==> src/rtl/i2s_rx.sv <==
// Philips I2S receiver: synchronizes bit clock, WS and data into MasterCLK,
// assembles left/right words into stereo frames and buffers them.
// Ports: MasterCLK, Reset (sync, active-high); I2S_CLK/I2S_WS/I2S_DATA in;
// OutputData/OutputValid/OutputReady frame stream; Overflow (sticky),
// OverflowClear; Level = buffered frame count.
// Optional macro I2S_RX_FIFO_EN: 4-entry frame FIFO instead of 1 register.
module i2s_rx #(
  parameter int SAMPLE_WIDTH = 16,
  parameter int SYNC_STAGES  = 2
) (
  input  logic                      MasterCLK,
  input  logic                      Reset,
  input  logic                      I2S_CLK,
  input  logic                      I2S_WS,
  input  logic                      I2S_DATA,
  output logic [2*SAMPLE_WIDTH-1:0] OutputData,
  output logic                      OutputValid,
  input  logic                      OutputReady,
  output logic                      Overflow,
  input  logic                      OverflowClear,
  output logic [2:0]                Level
);

`ifdef I2S_RX_FIFO_EN
  localparam int DEPTH = 4;
`else
  localparam int DEPTH = 1;
`endif
  localparam int AW = (DEPTH > 1) ? $clog2(DEPTH) : 1;
  localparam int CW = $clog2(SAMPLE_WIDTH + 1);
  localparam int IW = $clog2(SAMPLE_WIDTH);
  localparam int FW = 2 * SAMPLE_WIDTH;

  typedef enum logic [1:0] {
    UNSYNC    = 2'd0,
    WAIT_LEFT = 2'd1,
    RUN       = 2'd2
  } state_t;

  state_t state, state_d;

  logic [SYNC_STAGES-1:0] sck_sync, ws_sync, sd_sync;
  logic sck_s, ws_s, sd_s, sck_d;
  logic strobe, ws_chg;
  logic have_prev, ws_prev;
  logic [CW-1:0] cnt;
  logic [IW-1:0] idx;
  logic [SAMPLE_WIDTH-1:0] sh, word_next, left_hold;
  logic [FW-1:0] frame_q;
  logic push_q;

  logic [FW-1:0] mem [DEPTH];
  logic [AW-1:0] wr_ptr, rd_ptr;
  logic [2:0] count;
  logic pop, full, wr, ovf;

  assign sck_s = sck_sync[SYNC_STAGES-1];
  assign ws_s  = ws_sync[SYNC_STAGES-1];
  assign sd_s  = sd_sync[SYNC_STAGES-1];

  assign strobe = sck_s & ~sck_d;
  // The very first strobe has no reference WS, so it cannot be a change.
  assign ws_chg = strobe & have_prev & (ws_s != ws_prev);

  // Bits land MSB-first at their final position, so short words end up
  // left-justified with zero LSBs and long words simply stop filling.
  always_comb begin
    word_next = sh;
    idx = IW'(SAMPLE_WIDTH - 1) - cnt[IW-1:0];
    if (cnt < CW'(SAMPLE_WIDTH))
      word_next[idx] = sd_s;
  end

  always_comb begin
    state_d = state;
    unique case (state)
      UNSYNC:    if (ws_chg) state_d = WAIT_LEFT;
      WAIT_LEFT: if (ws_chg && !ws_prev) state_d = RUN;
      RUN:       state_d = RUN;
      default:   state_d = UNSYNC;
    endcase
  end

  always_ff @(posedge MasterCLK) begin
    if (Reset) begin
      state     <= UNSYNC;
      sck_sync  <= '0;
      ws_sync   <= '0;
      sd_sync   <= '0;
      sck_d     <= 1'b0;
      have_prev <= 1'b0;
      ws_prev   <= 1'b0;
      cnt       <= '0;
      sh        <= '0;
      left_hold <= '0;
      frame_q   <= '0;
      push_q    <= 1'b0;
    end else begin
      state    <= state_d;
      sck_sync <= {sck_sync[SYNC_STAGES-2:0], I2S_CLK};
      ws_sync  <= {ws_sync[SYNC_STAGES-2:0], I2S_WS};
      sd_sync  <= {sd_sync[SYNC_STAGES-2:0], I2S_DATA};
      sck_d    <= sck_s;
      push_q   <= 1'b0;
      if (strobe) begin
        have_prev <= 1'b1;
        ws_prev   <= ws_s;
        if (ws_chg) begin
          // This strobe carried the LSB of the word for ws_prev.
          sh  <= '0;
          cnt <= '0;
          if (!ws_prev) begin
            left_hold <= word_next;
          end else if (state == RUN) begin
            frame_q <= {left_hold, word_next};
            push_q  <= 1'b1;
          end
        end else begin
          sh <= word_next;
          if (cnt < CW'(SAMPLE_WIDTH))
            cnt <= cnt + 1'b1;
        end
      end
    end
  end

  function automatic logic [AW-1:0] nxt(input logic [AW-1:0] p);
    return (p == AW'(DEPTH - 1)) ? '0 : p + 1'b1;
  endfunction

  assign pop  = OutputValid & OutputReady;
  assign full = (count == 3'(DEPTH));
  // A pop on a full buffer frees the slot the same-cycle push lands in.
  assign wr   = push_q & (~full | pop);
  assign ovf  = push_q & full & ~pop;

  always_ff @(posedge MasterCLK) begin
    if (Reset) begin
      for (int i = 0; i < DEPTH; i++)
        mem[i] <= '0;
      wr_ptr   <= '0;
      rd_ptr   <= '0;
      count    <= '0;
      Overflow <= 1'b0;
    end else begin
      if (wr) begin
        mem[wr_ptr] <= frame_q;
        wr_ptr      <= nxt(wr_ptr);
      end
      if (pop)
        rd_ptr <= nxt(rd_ptr);
      count <= count + 3'(wr) - 3'(pop);
      if (ovf)
        Overflow <= 1'b1;
      else if (OverflowClear)
        Overflow <= 1'b0;
    end
  end

  assign OutputValid = (count != 3'd0);
  assign OutputData  = OutputValid ? mem[rd_ptr] : '0;
  assign Level       = count;

endmodule
==> config.mk <==
export PLATFORM = sky130hd
export DESIGN_NAME = i2s_rx
export DESIGN_NICKNAME = d
export VERILOG_FILES = /design/src/rtl/i2s_rx.sv
export SDC_FILE = /design/constraint.sdc
export NUM_CORES = 1
export LEC_CHECK = 0
export BUFFER_PORTS_ARGS = -buffer_cell sky130_fd_sc_hd__buf_2
export CORE_UTILIZATION = 45
export DETAILED_ROUTE_END_ITERATION = 8
export GPL_TIMING_DRIVEN = 0
export PLACE_DENSITY = 0.66
export SYNTH_ARGS = -nofsm -noshare
export SYNTH_HDL_FRONTEND = slang
export SYNTH_SLANG_ARGS = --single-unit
==> constraint.sdc <==
create_clock -name MasterCLK -period 2.95 [get_ports MasterCLK]
set_input_delay 0.4425 -clock MasterCLK [delete_from_list [all_inputs] [get_ports MasterCLK]]
set_output_delay 0.4425 -clock MasterCLK [all_outputs]
set_load 0.01 [all_outputs]
==> results.ini <==
[synth]
avgSynthCellArea_sq_um=10.7
ys.flop_type=dfxtp_1
synth.largest_area_cell=dfxtp_1
synth_top_area_share_pct=32.9
synth-edff-count=32
synth_warnings=0
synth-seq-area-share_pct=51.5
synth_most_common_cell=dfxtp_1
synth_nets=503
yosysUniqueCellTypes=47
async_flop_share_pct=0
ys_ff_latch=117
syn_inst=485
synthTopCellsByCount=85 x dfxtp_1, 49 x nand2_1, 35 x nor2_1
synthTopCellsByArea=dfxtp_1 33%, edfxtp_1 19%, a211oi_2 5.1%
netlist_area_sq_um=5170

[cts]
htree_levels=4
post-cts-setup-buffer-count=0
clk_pin_slew_worst_paths_ns=0.05
cts.sinks=117
clkLatencyLatePin_ns=0.41
cts.path.max_buffers=2
numCtsBuffers=17
cts_tree=done
cts_root_buf=clkbuf_16

[worst_setup_path]
cp.arrival_ns=2.05
crit_required_ns=2.51
cp-end-kind=primary output
crit_type=flip-flop to primary output
start_kind=flip-flop
critPathMaxFanout=10

[die]
fp.dieH_microns=109
coreArea_sq_um=11000
rows=38
start_util_pct=46.9
ios=44
die_w_microns=109
dieArea_sq_um=11900

[sta]
skew_ns=0.00611
fmax_mhz=402
setup_tns_ns=0
worst_pin_slew_ns=0.787
slew_violations=0
whs_ns=0.244
fin_ws_ns=0.460
grt_setup_unrepaired=false
final.period_utilization_pct=84.4
relSlewSlack_pct=47.5
hold_viol=0
setup-violations-final=0
fin_crit_ns=2.49

[detailed_routing]
viasPerCell=4.98
drt_iter0_markers=158
wl_microns=9960
remaining_drc_errors=0
via_count=3485
route.antenna.remaining_nets=0
avgRoutedWirePerCell_microns=14.2
dr.pass1.iters=4

[global_route]
grt_pass1_wl_microns=15900
grt_overflow=0
grt_max_degree=33
grt_pass1_vias=3181
grt_usage_pct=17.8
antenna_found_initial=0

[placement]
place_congestion=0.802
dp_hpwl_microns=7040
dp_slack_ns=0.0702
port_buffers=43

[power]
p_per_area_nw_per_um2=712
p_leak_nw=2.36
peakVddDrop_mv=0.561
power_mw=4.39

[finish]
fin_util_pct=55.9
insertedDiodeCount=0
nets=565
drive_above_1_share_pct=28.6
areaGrowthSynthToFinish_pct=19.3

[run_status]
outcome=finished clean

[job]
cap_violations=0

[worst_hold_path]
min_path_type=input port to flip-flop

==> through the flow <==
| step | instances | instance area, sq um |
|---|---|---|
| 2_1_floorplan | 485 | 5170 |
| 3_3_place_gp | 668 | 5560 |
| 3_5_place_dp | 668 | 5560 |
| 4_1_cts | 700 | 6170 |
| 5_1_grt | 700 | 6170 |
| 6_report | 700 | 6170 |
==> metal layers <==
| layer | wire, microns | share of wire (%) | global-route usage (%) |
|---|---|---|---|
| met5 | 0 | 0 | 0 |
| met1 | 4590 | 46 | 22.3 |
| met3 | 308 | 3.1 | 3.77 |
| met4 | 209 | 2.1 | 7.43 |
| met2 | 4850 | 49 | 29.8 |
==> cells by family after synthesis <==
kind of cell / count (synthesis) / synth area share [%]
AND/OR/NAND/NOR: 204 / 23.9
buffers and inverters: 57 / 6.03
flip-flops: 117 / 51.5
multiplexers: 19 / 4.14
AO/OA/AOI/OAI: 73 / 10.9
adder cells (fa/ha/maj): 11 / 2.81
XOR/XNOR: 4 / 0.678
==> path summary, 6_finish.rpt <==
path,start,cells past startpoint,end,slack [ns]
max reg2reg,Level[1]$_SDFF_PP0_,10,Level[2]$_SDFF_PP0_,0.50
min,I2S_WS,2,ws_sync[0]$_SDFF_PP0_,0.24
min reg2reg,ws_sync[0]$_SDFF_PP0_,1,ws_sync[1]$_SDFF_PP0_,0.44
max,Level[1]$_SDFF_PP0_,4,OutputData[8],0.46
==> layout by cell type, fill, tap and decap left out, types with 2 or more instances in the layout <==
cell       synthesis  final
or3_1              2      2
o21ai_1            6      6
mux2_1             9      9
and4bb_2           7      7
mux2_2             6      6
buf_2              5     48
buf_4              2      2
nand3_1            2      2
buf_6              8      8
dfxtp_1           85     85
edfxtp_1          32     32
clkinv_2           0      2
xor2_1             2      2
o21ai_0           12     12
inv_6              0      5
a211oi_2          21     21
nor2_2            10     10
nand2b_1           7      6
nand2_1           49     49
bufinv_16          0      3
inv_2             13     13
a211oi_1          11     11
mux2i_1            3      3
inv_1             12     12
and2_1            32     32
nor2b_1           30     30
and2b_1           13     13
ha_1              10     10
a21oi_1           20     20
clkbuf_1          14     15
nor2_1            35     35
clkinv_4           0      2
xnor2_1            2      2
clkbuf_16          0     17
nand4b_1           4      4
buf_8              2      2
nor4b_4            4      4
==> critical path, cell delays in order, from the launching register on <==
cell and delay, ns:
dfxtp_1 0.39, nor3_2 0.53, clkbuf_1 0.37, and2b_1 0.22, buf_2 0.13
==> report_power, final <==
group / switching, mW / internal (mW)
logic: 0.325 / 0.250
registers: 0.0344 / 1.69
clock network: 0.756 / 1.34
total: 1.12 / 3.28
==> state kept, by name, indices dropped and copies added, names as in the netlist, 2 cells and up <==
name / cells
frame_q: 32
mem: 32
left_hold: 16
sh: 16
cnt: 5
Level: 3
sck_sync: 2
sd_sync: 2
state: 2
ws_sync: 2
==> repair_timing <==
| action | 4_1_cts | 5_1_grt |
|---|---|---|
| resized for setup | 1 | 0 |
| endpoints found under the setup margin | 4 | 0 |
| hold buffers | 0 | 0 |
==> cell type report <==
type	instances	area [sq um]
clock inverters	14	173
fillers	972	4860
plain buffers	32	218
inverters	25	93.8
repair buffers	43	215
flip-flops and latches	117	2660
well taps	140	175
multi-input cells	311	2200
clock buffers	18	429
Note: power is estimated with default switching activity, not from simulation.
